===== config.mk =====
export PLATFORM = sky130hd
export DESIGN_NAME = if_fetch_stage
export DESIGN_NICKNAME = d
export VERILOG_FILES = /design/src/rtl/if_fetch_stage.sv
export SDC_FILE = /design/constraint.sdc
export NUM_CORES = 1
export LEC_CHECK = 0
export ABC_AREA = 1
export CORE_AREA = 4 4 120 208
export DETAILED_ROUTE_END_ITERATION = 16
export DIE_AREA = 0 0 124 212
export PLACE_DENSITY = 0.56
export SLEW_MARGIN = 40
export SYNTH_ARGS = -nofsm -noshare
export SYNTH_HDL_FRONTEND = slang
export SYNTH_SLANG_ARGS = --single-unit

===== constraint.sdc =====
create_clock -name clk_i -period 4.84 [get_ports clk_i]
set_clock_uncertainty 0.15 [all_clocks]
set_input_delay 0.968 -clock clk_i [delete_from_list [all_inputs] [get_ports clk_i]]
set_output_delay 0.968 -clock clk_i [all_outputs]
set_load 0.02 [all_outputs]

===== src/rtl/if_fetch_stage.sv =====
// -----------------------------------------------------------------------------
// if_fetch_stage
//
// Instruction-fetch stage of the in-order pipeline. Issues one request at a
// time to instruction memory, loads the returned word into the IF/ID register,
// and handles hazard stalls (1-entry hold buffer) and ID-stage redirects
// (squash plus optional drain of an in-flight request).
//
// Ports
//   clk_i          clock
//   rst_i          synchronous reset, active low
//   stall_i        hazard unit: hold IF/ID contents
//   redirect_i     branch/jump resolved in ID: squash and refetch
//   redirect_pc_i  redirect target address
//   imem_req_o     instruction-memory request (held until imem_ack_i)
//   imem_addr_o    request address, stable while imem_req_o is high
//   imem_ack_i     memory acknowledge, imem_data_i valid in the same cycle
//   imem_data_i    instruction word returned by memory
//   pc_o           IF/ID: fetched address + 4
//   instruction_o  IF/ID: fetched instruction
//   valid_o        IF/ID: entry valid
//   fetch_busy_o   high while a memory request is outstanding
//
// Build option
//   IF_PERF_CNT_EN  adds fetch_cnt_o (instructions loaded into IF/ID) and
//                   bubble_cnt_o (active cycles without an IF/ID load).
// -----------------------------------------------------------------------------
module if_fetch_stage (
    input  logic        clk_i,
    input  logic        rst_i,
    input  logic        stall_i,
    input  logic        redirect_i,
    input  logic [31:0] redirect_pc_i,
    output logic        imem_req_o,
    output logic [31:0] imem_addr_o,
    input  logic        imem_ack_i,
    input  logic [31:0] imem_data_i,
    output logic [31:0] pc_o,
    output logic [31:0] instruction_o,
    output logic        valid_o,
    output logic        fetch_busy_o
`ifdef IF_PERF_CNT_EN
    ,
    output logic [31:0] fetch_cnt_o,
    output logic [31:0] bubble_cnt_o
`endif
);

    localparam int unsigned XLEN = 32;
    localparam int unsigned ST_W = 2;
    localparam logic [XLEN-1:0] PC_STEP = XLEN'(4);

    // Bit 0 of the encoding is exactly "request outstanding".
    typedef enum logic [ST_W-1:0] {
        S_IDLE  = 2'b00,
        S_REQ   = 2'b01,
        S_HOLD  = 2'b10,
        S_DRAIN = 2'b11
    } state_e;

    state_e          state_r;
    state_e          state_nxt;

    logic [XLEN-1:0] pc_r;         // next fetch address
    logic [XLEN-1:0] pc_nxt;
    logic [XLEN-1:0] addr_r;       // address of the request in flight
    logic [XLEN-1:0] addr_inc;
    logic [XLEN-1:0] hold_data_r;  // word acked while stalled
    logic            hold_vld_r;
    logic [XLEN-1:0] ifid_data;

    logic            ifid_load;
    logic            ifid_flush;
    logic            hold_set;
    logic            addr_load;

    assign addr_inc = addr_r + PC_STEP;

    // State register
    always_ff @(posedge clk_i) begin
        if (!rst_i) begin
            state_r <= S_IDLE;
        end else begin
            state_r <= state_nxt;
        end
    end

    // Next-state logic
    always_comb begin
        state_nxt = state_r;
        unique case (state_r)
            S_IDLE: begin
                state_nxt = S_REQ;
            end
            S_REQ: begin
                if (redirect_i) begin
                    // An unacked request must still complete before refetching.
                    state_nxt = imem_ack_i ? S_REQ : S_DRAIN;
                end else if (imem_ack_i && stall_i) begin
                    state_nxt = S_HOLD;
                end
            end
            S_HOLD: begin
                if (redirect_i || !stall_i) begin
                    state_nxt = S_REQ;
                end
            end
            S_DRAIN: begin
                if (imem_ack_i) begin
                    state_nxt = S_REQ;
                end
            end
            default: begin
                state_nxt = S_IDLE;
            end
        endcase
    end

    // Memory-port outputs decoded from state
    always_comb begin
        imem_req_o   = 1'b0;
        fetch_busy_o = 1'b0;
        imem_addr_o  = addr_r;
        if ((state_r == S_REQ) || (state_r == S_DRAIN)) begin
            imem_req_o   = 1'b1;
            fetch_busy_o = 1'b1;
        end
    end

    // Datapath control: IF/ID load/flush, hold capture, next PC
    always_comb begin
        ifid_load  = 1'b0;
        ifid_flush = redirect_i;
        ifid_data  = imem_data_i;
        hold_set   = 1'b0;
        pc_nxt     = redirect_i ? redirect_pc_i : pc_r;

        // Redirect wins over everything: responses and hold contents are dropped.
        if (!redirect_i) begin
            unique case (state_r)
                S_REQ: begin
                    if (imem_ack_i) begin
                        if (stall_i) begin
                            hold_set = 1'b1;
                        end else begin
                            ifid_load = 1'b1;
                            pc_nxt    = addr_inc;
                        end
                    end
                end
                S_HOLD: begin
                    if (!stall_i && hold_vld_r) begin
                        ifid_load = 1'b1;
                        ifid_data = hold_data_r;
                        pc_nxt    = addr_inc;
                    end
                end
                default: begin
                end
            endcase
        end

        // A fresh request address is taken whenever REQ starts a new access.
        addr_load = (state_nxt == S_REQ) && ((state_r != S_REQ) || imem_ack_i);
    end

    // PC, request address, hold buffer and IF/ID register
    always_ff @(posedge clk_i) begin
        if (!rst_i) begin
            pc_r          <= '0;
            addr_r        <= '0;
            hold_data_r   <= '0;
            hold_vld_r    <= 1'b0;
            pc_o          <= '0;
            instruction_o <= '0;
            valid_o       <= 1'b0;
        end else begin
            pc_r       <= pc_nxt;
            hold_vld_r <= (state_nxt == S_HOLD);
            if (addr_load) begin
                addr_r <= pc_nxt;
            end
            if (hold_set) begin
                hold_data_r <= imem_data_i;
            end
            if (ifid_flush) begin
                pc_o          <= '0;
                instruction_o <= '0;
                valid_o       <= 1'b0;
            end else if (ifid_load) begin
                pc_o          <= addr_inc;
                instruction_o <= ifid_data;
                valid_o       <= 1'b1;
            end
        end
    end

`ifdef IF_PERF_CNT_EN
    // Performance counters; both wrap modulo 2^32.
    always_ff @(posedge clk_i) begin
        if (!rst_i) begin
            fetch_cnt_o  <= '0;
            bubble_cnt_o <= '0;
        end else begin
            if (ifid_load) begin
                fetch_cnt_o <= fetch_cnt_o + XLEN'(1);
            end
            if ((state_r != S_IDLE) && !ifid_load) begin
                bubble_cnt_o <= bubble_cnt_o + XLEN'(1);
            end
        end
    end
`endif

endmodule

Yosys cells after proc, flatten, opt, wreduce, memory -nomap -nowiden

Cells that the tools add are included.

Bits in read-only memories: 0
Memories kept: 0
Latch bits: 0
Input bits: 69
Output and inout bits: 99
Word-level logic and storage cells: 49
Bits in writable memories: 0
Register bits: 164

Equal/unequal tests: 6
Multiplexer cells: 24
Add/sub/neg operators: 1
Multipliers: 0
Div/mod/pow operators: 0
Order comparisons: 0
Shift operators: 0
Bitwise logic cells: 1
Reduce and logical (&&, ||, !) cells: 9

Operators by type and width:

| operator                | number |
|---|---|
| $mux W32                | 7 |
| $pmux W32 S2            | 1 |
| $add A32 B3 Y32 const B | 1 |
| $mux W2                 | 5 |
| $mux W1                 | 9 |
| $pmux W2 S4             | 1 |
| $eq A2 B2 Y1 const B    | 3 |
| $eq A2 B1 Y1 const B    | 2 |
| $logic_and A1 B1 Y1     | 3 |
| $logic_or A1 B1 Y1      | 3 |
| $logic_not A2 Y1        | 1 |
| $ne A2 B1 Y1 const B    | 1 |
| $pmux W1 S2             | 1 |
| $reduce_or A2 Y1        | 1 |
| $logic_not A1 Y1        | 1 |
| $not A1 Y1              | 1 |

Logic depth before layout (Yosys ltp)

Gate-level depths: netlist (run 1).

Depth in word-level cells: 6
Depth in mapped cells: 13
Mapped depth without buffers: 11

Worst setup path after synthesis (run 1)

Ideal clock, no wire load.

Path kind: in2reg
From: input redirect_i
To: register addr_r[23], in the netlist imem_addr_o[23]
Library setup time: 0.109 ns
Buffers on the path: 3
Setup slack: 2.561 ns
Arrival: 2.020 ns
Data required time: 4.581 ns
Stages on the path: 12
Cells stage by stage: buf_4 inv_2 buf_6 nand3_1 nand2_1 nand3_2 nand2_1 nor2_2 buf_4 nand3_1 nand2_1 inv_1

Longest elaborated chain between the ends: 5
Elaborated cells between the ends (all ways): 12
Classes of those cells: eq/ne (1); mux (9); reduce/logical (2)

RTL lines:

| element                                         | RTL line | RTL |
|---|---|---|
| start, declared                                 | 32       | `input logic redirect_i,` |
| $mux W32 or $logic_or A1 B1 Y1 (tied branches)  | 136, 104 |  |
| $mux W32 or $mux W2 (tied branches)             | 143, 104 |  |
| $mux W32 or $pmux W2 S4 (tied branches)         | 142, 91  |  |
| $pmux W32 S2 or $eq A2 B1 Y1 (tied branches)    | 140, 164 |  |
| $mux W32 or $logic_and A1 B1 Y1 (tied branches) | 139, 164 |  |
| end signal, assigned                            | 181      | `addr_r <= pc_nxt;` |
| end, declared                                   | 66       | `logic [XLEN-1:0] addr_r;` |

Parallel ways exist; a longest one is shown, timed or not.
A chain may end at the register's enable or synchronous reset.

Worst setup path after layout (run 1)

From: input redirect_i
To: register addr_r[24], in the netlist imem_addr_o[24]

Same word-level chain as after synthesis.

==> results of run 1 <==
-- through the flow --
stage	total power, mW	worst slack, ns	utilization (%)
floorplan	1.78	2.56	-
global placement	1.99	1.12	39.8
detailed placement	2.00	1.14	39.8
CTS	3.56	1.58	42.7
global route	3.67	1.34	42.7
finish	3.53	1.59	42.7
-- cells by family (layout without fill, tap and decap cells) --
| kind of cell | Yosys count | after routing | share of synthesized area [%] |
|---|---|---|---|
| and+or+nand+nor | 521 | 521 | 29.1 |
| AOI/OAI and AO/OA | 224 | 224 | 16.7 |
| DFF | 164 | 164 | 44.5 |
| buffers and inverters | 135 | 286 | 7.73 |
| muxes | 6 | 6 | 0.814 |
| adders and majority gates | 5 | 5 | 0.848 |
| xor gates and xnor gates | 3 | 3 | 0.356 |
-- sequential cells by signal, summed over array words and instances (netlist names) --
register / cells
imem_addr_o: 32
state_r: 2
instruction_o: 32
hold_vld_r: 1
valid_o: 1
pc_o: 32
pc_r: 32
hold_data_r: 32
-- final cells by class --
| class | instances | area [um^2] | area share, % |
|---|---|---|---|
| clock buffers | 19 | 453 | 4.56 |
| clock inverters | 13 | 228 | 2.29 |
| inverters | 73 | 274 | 2.76 |
| multi-input cells | 759 | 3530 | 35.6 |
| flip-flops and latches | 164 | 3280 | 33.1 |
| well taps | 304 | 380 | 3.83 |
| repair buffers | 181 | 1780 | 17.9 |
-- how the worst max path moves through the flow --
stage                          start                       endpoint  cells past startpoint
after floorplan           redirect_i   imem_addr_o[23]$_SDFFE_PN0P_                     12
final                     redirect_i   imem_addr_o[24]$_SDFFE_PN0P_                     10
after CTS                 redirect_i  instruction_o[7]$_SDFFE_PP0P_                      9
after global routing      redirect_i   imem_addr_o[23]$_SDFFE_PN0P_                     10
after global placement    redirect_i   imem_addr_o[24]$_SDFFE_PN0P_                     10
after detailed placement  redirect_i  instruction_o[4]$_SDFFE_PP0P_                      9
-- per-layer routing --
layer / global-route usage, % / wire length (um)
met2: 37.0 / 14000
met1: 19.8 / 9100
met5: 0 / 0
met3: 3.99 / 1100
met4: 4.92 / 282
-- report_power, final --
part	internal (mW)	leakage, nW	switching [mW]
Sequential	1.42	1.34	0.0662
Clock	0.995	0.329	0.570
Combinational	0.208	2.26	0.271
-- worst max-delay path, cell delays in order --
cell,delay [ns]
clkdlybuf4s50_1,0.53
buf_4,0.45
a21oi_1,0.13
nand2_1,0.12
nand2_1,0.06
nand2_1,0.10
nand3_2,0.61
a21oi_1,0.38
nand2_1,0.08
inv_1,0.05
-- placed cells by master, fill, tap and decap left out, types with 3 or more instances in the layout --
cell,count
nand2_1,275
o21ai_0,78
a31oi_1,22
clkbuf_16,17
xor2_1,3
clkdlybuf4s50_1,167
buf_4,14
or2_2,18
nand3_1,82
a211oi_1,6
ha_1,4
clkinv_2,3
o21bai_1,7
nor2_2,4
o211ai_1,15
a21oi_1,93
dfxtp_1,164
nor2_1,133
mux2i_1,6
inv_1,69
bufinv_16,6
==> flow_summary_export.csv, run 1 <==
group,metric,value,unit
logic_synthesis,synth_cells,1058,
worst_setup_path,worstPathMaxFanout,34,
route,drt_wl_total,24500,um
worst_setup_path,end_kind,"register",
die,ios,168,
sta,rsz0062_at_grt,"false",
logic_synthesis,synth_top_area_share,44.5,%
worst_setup_path,crit_type,"in -> reg",
sta,finalHoldViolCount,0,
layout,nNetsFinal,1270,
clocking,tritoncts,"yes",
logic_synthesis,syn_nets,1132,
route,ant_nets,0,
sta,maxSlewViolCount,0,
die,die_width,124,um
worst_setup_path,regToRegSetupSlack,2.04,ns
logic_synthesis,synth_edf_count,0,
worst_hold_path,hp-start,"hold_data_r[20]$_SDFFE_PN0P_",
clocking,cts_buffer_depth,2,
power_and_ir_drop,p_leak,3.93,nW
layout,fillerInstances,2397,
layout,area_delta_synth_final,34.5,%
clocking,cts-resized-gates,0,
die,core_region_area,23200,um^2
route,drtIter0Drc,342,
route,route.detailed.drc,0,
clocking,clock-sinks,164,
logic_synthesis,ys_ff_latch,164,
placement,placed_area,9250,um^2
die,dieHeight,212,um
worst_hold_path,hold_end,"hold_data_r[20]$_SDFFE_PN0P_",
worst_setup_path,r2r_end,"instruction_o[7]$_SDFFE_PP0P_",
route,drt-vias-per-instance,4.79,
logic_synthesis,synth.most_common_cell,"nand2_1",
layout,fin_area,9930,um^2
clocking,root_buffer,"clkbuf_16",
worst_setup_path,r2r_cells,9,
sta,fmax,307,MHz
worst_setup_path,cp.arrival,3.48,ns
placement,dp_cells,1481,
logic_synthesis,syn_area_per_cell,6.98,um^2
logic_synthesis,synth-async-reset-ratio,0,%
layout,diodes,0,
placement,port_buffers,167,
flow_run,cap_violations,0,
power_and_ir_drop,irDropWorstVdd,0.203,mV
global_route,grt_overflow_total,0,
logic_synthesis,synth_warnings,0,
global_route,grtUsageTotal,18.9,%
layout,fin_cells,1513,
outcome,status,"complete, no violations",
logic_synthesis,synth.top_cells.by_area,"dfxtp_1, nand2_1, nor2_1",
layout,drive_above_1_share,6.45,%
global_route,grt_pass1_wl,37900,um
clocking,insertion_delay,0.43,ns
die,initial_core_util,31.8,%
clocking,htree_levels,4,
sta,setup_viol,0,
route,wl_per_cell,16.2,um
worst_hold_path,whs_path_depth,2,
sta,fin_crit_sh,67.2,%
clocking,clk_pin_slew,0.06,ns
global_route,antenna_found_initial,0,
route,drt_first_pass_iters,5,
worst_setup_path,worstPathRequired,5.07,ns
sta,fin_crit,3.25,ns
logic_synthesis,yosys.cell_types.count,31,
logic_synthesis,synthTopCellsByCount,"nand2_1, dfxtp_1, nor2_1",
die,fp.dieArea,26300,um^2
worst_hold_path,min_path_type,"reg -> reg",
sta,worstMarginPinSlew,0.793,ns
logic_synthesis,syn_area,7380,um^2
clocking,hold_buffers,0,
logic_synthesis,synth_top_cell_by_area,"dfxtp_1",
logic_synthesis,ys.flop_type,"dfxtp_1",
global_route,grt_max_degree,60,
power_and_ir_drop,powerDensity,355,nW/um^2
logic_synthesis,ys_seq_area_share,44.5,%
placement,dpl.hpwl,17400,um
route,vias,7240,
sta,setup_tns,0,ns
sta,fin_hold_ws,0.296,ns
die,rows,74,
placement,place_congestion,0.937,
clocking,cts_made_buffers,17,
sta,slew_headroom,47.1,%
worst_setup_path,r2r-start,"state_r[0]$_SDFF_PN0_",
global_route,grt_pass1_vias,7024,
worst_setup_path,start_kind,"input port",
clocking,post_cts_buffers,0,
No activity file was read; power rests on OpenSTA's default activity.
==> run 2: changes to the inputs <==
- PLACE_DENSITY: 0.56 -> 0.58
- clock period: 4.84 -> 2.8 ns (I/O delays scaled with it)
==> run 2 against run 1 <==
Register-to-register slack worse by 1.7 ns; clock-buffer cell count rose by 1; final cell count rose by 0.53%; combinational power increased by 80%; die area stayed put; flip-flop and latch count unchanged; non-clock buffer count rose by 10; critical path type is now reg -> reg; highest routed layer is now met5.
==> flow_summary_export.csv, run 2 (synthesis results as in run 1) <==
group,metric,value,unit
sta,finalHoldViolCount,0,
worst_setup_path,cpPeakStageDelay,0.44,ns
worst_setup_path,critPathMostFrequentCell,"nor2_1",
placement,dpl.hpwl,18100,um
worst_setup_path,crit_type,"reg -> reg",
clocking,clk_pin_slew,0.07,ns
outcome,status,"complete, no violations",
global_route,grt_pass1_wl,39000,um
sta,setup_tns,0,ns
global_route,antenna_found_initial,2,
layout,diodes,0,
clocking,htree_levels,4,
clocking,root_buffer,"clkbuf_16",
flow_run,cap_violations,0,
layout,drive_above_1_share,6.90,%
route,drt_first_pass_iters,5,
sta,fmax,410,MHz
sta,fin_crit_sh,87.0,%
die,die_width,124,um
route,drt-vias-per-instance,4.89,
die,rows,74,
worst_setup_path,start_kind,"register",
placement,dp_cells,1491,
die,initial_core_util,31.8,%
global_route,grt_overflow_total,0,
worst_setup_path,cp.arrival,2.62,ns
die,dieHeight,212,um
die,fp.dieArea,26300,um^2
worst_setup_path,crit_start,"imem_addr_o[2]$_SDFFE_PN0P_",
die,ios,168,
placement,place_congestion,0.914,
clocking,clock-sinks,164,
route,drtIter0Drc,321,
sta,fin_hold_ws,0.300,ns
sta,setup_viol,0,
clocking,cts_made_buffers,17,
sta,rsz0062_at_grt,"false",
layout,fin_cells,1521,
worst_setup_path,worstPathMaxFanout,5,
sta,maxSlewViolCount,0,
clocking,insertion_delay,0.43,ns
die,core_region_area,23200,um^2
power_and_ir_drop,powerDensity,585,nW/um^2
clocking,post_cts_buffers,0,
worst_setup_path,cpMaxStageDelayCell,"dfxtp_1",
worst_setup_path,worstPathRequired,2.98,ns
layout,final_common_cell,"nand2_1",
clocking,tritoncts,"yes",
worst_setup_path,r2r-start,"imem_addr_o[2]$_SDFFE_PN0P_",
placement,port_buffers,167,
route,wl_per_cell,16.6,um
route,ant_nets,0,
layout,nNetsFinal,1280,
sta,worstMarginPinSlew,0.702,ns
route,vias,7438,
worst_setup_path,critPathCapture,"imem_addr_o[18]$_SDFFE_PN0P_",
worst_hold_path,min_path_type,"reg -> reg",
sta,slew_headroom,53.2,%
route,route.detailed.drc,0,
layout,fin_util,42.9,%
worst_setup_path,r2r_cells,10,
route,drt_wl_total,25200,um
worst_hold_path,hp-start,"hold_data_r[20]$_SDFFE_PN0P_",
worst_setup_path,end_kind,"register",
worst_setup_path,r2r_end,"imem_addr_o[18]$_SDFFE_PN0P_",
global_route,grtUsageTotal,19.4,%
power_and_ir_drop,power.total,5.83,mW
sta,fin_crit,2.44,ns
worst_setup_path,regToRegSetupSlack,0.36,ns
worst_setup_path,path_cells,"ha_1 > inv_1 > nor2_1 > nand2_1 > nor2_1 > nand3_1 > nand3_1 > nand2_1 > nor2_1 > nor2_1",
layout,area_delta_synth_final,35.0,%
clocking,cts_buffer_depth,2,
layout,mostFrequentLayoutCells,"nand2_1, clkdlybuf4s50_1, dfxtp_1",
power_and_ir_drop,irDropWorstVdd,0.332,mV
power_and_ir_drop,p_leak,3.98,nW
global_route,grt_max_degree,60,
global_route,grt_pass1_vias,7232,
run 2: cell types whose count changed in the layout (fill, tap and decap cells not counted), moves of 2 or more:
cell,delta
clkdlybuf4s50_1,-2
dlymetal6s2s_1,+2
bufinv_16,-3
buf_4,+6
buf_12,+4
run 2: how the worst min path moves through the flow:
stage,endpoint,slack (ns),depth (start not counted)
2_1_floorplan,hold_data_r[20]$_SDFFE_PN0P_,0.27,2
6_report,hold_data_r[20]$_SDFFE_PN0P_,0.30,2
3_5_place_dp,hold_data_r[20]$_SDFFE_PN0P_,0.29,2
4_1_cts,hold_data_r[20]$_SDFFE_PN0P_,0.30,2
5_1_grt,hold_data_r[21]$_SDFFE_PN0P_,0.32,2
3_3_place_gp,hold_data_r[21]$_SDFFE_PN0P_,0.28,2
run 2: report_power, final:
group / internal, mW / total, mW / switching [mW] / leakage, nW
registers: 2.45 / 2.57 / 0.121 / 1.34
clock network: 1.43 / 2.40 / 0.964 / 0.284
logic: 0.384 / 0.860 / 0.475 / 2.36
run 2: layout make-up:
class | instances | area [um^2]
clock inverters | 10 | 133
well taps | 304 | 380
fillers | 2428 | 13300
multi-input cells | 759 | 3530
clock buffers | 20 | 457
repair buffers | 191 | 1910
inverters | 73 | 274
flip-flops and latches | 164 | 3280
run 2: critical path, delay by kind of cell (launching register included):
kind / cells / cell delay [ns]
adders and majority gates: 1 / 0.26
buffers and inverters: 1 / 0.07
DFF: 1 / 0.44
and+or+nand+nor: 8 / 1.40
run 2: what timing repair did:
action	CTS	global route
resized for setup	0	2
endpoints found under the hold margin	0	0
setup endpoints to repair	0	2
hold buffers	0	0
run 2: per-layer routing:
| layer | vias to the layer above | GRT usage, % | routed length (um) |
|---|---|---|---|
| li1 | 3746 | - | - |
| met1 | 3473 | 19.2 | 9110 |
| met2 | 178 | 37.5 | 14100 |
| met3 | 39 | 4.50 | 1180 |
| met4 | 2 | 8.02 | 768 |
| met5 | - | 0 | 13 |
run 2: metrics by stage:
| stage | instance area, um^2 | worst slack [ns] |
|---|---|---|
| after global placement | 9370 | 0.187 |
| after detailed placement | 9370 | 0.146 |
| after floorplan | 7380 | 0.903 |
| after CTS | 9960 | 0.0327 |
| final | 9960 | 0.364 |
| after global routing | 9960 | 0.135 |
==> run 3: changes to the inputs <==
- CTS_BUF_LIST: not set -> sky130_fd_sc_hd__clkbuf_8
==> run 3 against run 2 <==
Critical path depth is 6 lower; setup slack worse by 0.11 ns; flip-flop and latch count stayed put; final cell count stayed put; clock power is 25% lower; utilization is 0.86 points lower; first-iteration DRC count is 7.5% higher; global-route usage is 0.11 points lower; largest power group unchanged; via count is 0.70% lower; sequential power hardly changed; power is 11% lower; routed wire length is 0.44% lower.
==> flow_summary_export.csv, run 3 (synthesis results as in run 1) <==
group,metric,value,unit
route,drt_first_pass_iters,5,
sta,setup_tns,0,ns
worst_setup_path,r2r_end,"imem_addr_o[18]$_SDFFE_PN0P_",
sta,maxSlewViolCount,0,
worst_setup_path,cp.arrival,1.83,ns
power_and_ir_drop,powerDensity,534,nW/um^2
die,initial_core_util,31.8,%
clocking,cts_buffer_depth,2,
flow_run,cap_violations,0,
clocking,hold_buffers,0,
placement,dp_slack,0.146,ns
route,drtIter0Drc,345,
worst_hold_path,hp-start,"hold_data_r[20]$_SDFFE_PN0P_",
route,top_layer_used,"met5",
worst_hold_path,whs_path_depth,2,
worst_setup_path,regToRegSetupSlack,0.29,ns
global_route,antenna_found_initial,2,
sta,fin_crit_sh,90.9,%
sta,rsz0062_at_grt,"false",
die,ios,168,
route,ant_nets,0,
layout,final_common_cell,"nand2_1",
route,route.detailed.drc,0,
worst_setup_path,crit_type,"reg -> out",
sta,worstMarginPinSlew,0.707,ns
sta,fin_ws,0.256,ns
sta,finalHoldViolCount,0,
layout,mostFrequentLayoutCells,"nand2_1, clkdlybuf4s50_1, dfxtp_1",
die,core_region_area,23200,um^2
worst_setup_path,worstPathMaxFanout,5,
power_and_ir_drop,irDropWorstVdd,0.271,mV
global_route,grt_pass1_wl,38900,um
clocking,clock-sinks,164,
die,die_width,124,um
global_route,grt_pass1_vias,7187,
clocking,cts_made_buffers,17,
sta,setup_viol,0,
placement,port_buffers,167,
die,rows,74,
route,wl_met3,1190,um
route,vias,7386,
route,drt-vias-per-instance,4.86,
global_route,grtUsageTotal,19.3,%
layout,drive_above_1_share,6.90,%
clocking,htree_levels,4,
layout,area_delta_synth_final,32.3,%
clocking,root_buffer,"clkbuf_8",
worst_setup_path,worstPathRequired,2.09,ns
worst_setup_path,start_kind,"register",
die,dieHeight,212,um
worst_hold_path,min_path_type,"reg -> reg",
route,drt_wl_total,25100,um
clocking,tritoncts,"yes",
outcome,status,"complete, no violations",
placement,place_congestion,0.914,
sta,fin_crit,2.54,ns
global_route,grt_overflow_total,0,
worst_setup_path,r2r-start,"imem_addr_o[2]$_SDFFE_PN0P_",
layout,nNetsFinal,1280,
clocking,insertion_delay,0.46,ns
sta,slew_headroom,52.9,%
worst_hold_path,hold_end,"hold_data_r[20]$_SDFFE_PN0P_",
clocking,post_cts_buffers,0,
clocking,clk_pin_slew,0.09,ns
power_and_ir_drop,p_leak,3.87,nW
layout,diodes,0,
route,wl_per_cell,16.5,um
route,drt-met1-wl,9080,um
sta,fmax,393,MHz
die,fp.dieArea,26300,um^2
worst_setup_path,end_kind,"output pin",
route,wl_met2,14100,um
global_route,grt_max_degree,60,
placement,dpl.hpwl,18100,um
worst_setup_path,r2r_cells,10,
[run 3: cell count changes in the layout (fill, tap and decap cells not counted), sizes merged]
cell	delta
clkbuf	-1
inv	+1
dlymetal6s2s	-2
dlygate4sd2	+2
[run 3: worst max-delay path, cell delays in order (launching register included)]
cell           delay, ns
dfxtp_1             0.39
inv_1               0.10
ha_1                0.25
or2_2               0.32
dlygate4sd2_1       0.33
[run 3: stage by stage]
step                utilization [%]  cells  hold slack [ns]  total power, mW  instance area (um^2)
global route                   42.0   1521            0.327             5.46                  9760
global placement               40.3   1491            0.283             3.48                  9370
detailed placement             40.3   1491            0.293             3.49                  9370
finish                         42.0   1521            0.301             5.21                  9760
CTS                            42.0   1521            0.306             5.28                  9760
floorplan                         -   1058            0.275             3.07                  7380
[run 3: power breakdown]
group	internal, mW	total, mW	switching, mW
registers	2.45	2.57	0.120
clock network	0.909	1.79	0.876
logic	0.383	0.858	0.475
[run 3: worst max path at each step]
stage                                start                            to  slack, ns  cells past startpoint
2_1_floorplan  imem_addr_o[3]$_SDFFE_PN0P_  imem_addr_o[18]$_SDFFE_PN0P_       0.90                     10
3_3_place_gp                    redirect_i  imem_addr_o[23]$_SDFFE_PN0P_       0.19                     13
3_5_place_dp                    redirect_i  imem_addr_o[23]$_SDFFE_PN0P_       0.15                     13
4_1_cts              state_r[1]$_SDFF_PN0_                  fetch_busy_o       0.19                      4
5_1_grt              state_r[1]$_SDFF_PN0_                    imem_req_o       0.11                      4
6_report             state_r[1]$_SDFF_PN0_                  fetch_busy_o       0.26                      4
[run 3: cell type report]
type,count,area [um^2]
fillers,2449,13500
inverters,73,274
multi-input cells,759,3530
repair buffers,191,1900
flip-flops and latches,164,3280
clock buffers,19,262
clock inverters,11,136
well taps,304,380
[run 3: repair_timing]
action / 4_1_cts / 5_1_grt
endpoints found under the hold margin: 0 / 0
resized for setup: 2 / 0
setup endpoints to repair: 2 / 0
[run 3: per-layer routing]
metal,up-vias,global-route usage (%)
met5,-,0
met4,2,7.30
met3,33,4.26
met2,180,37.7
met1,3429,19.1
li1,3742,-
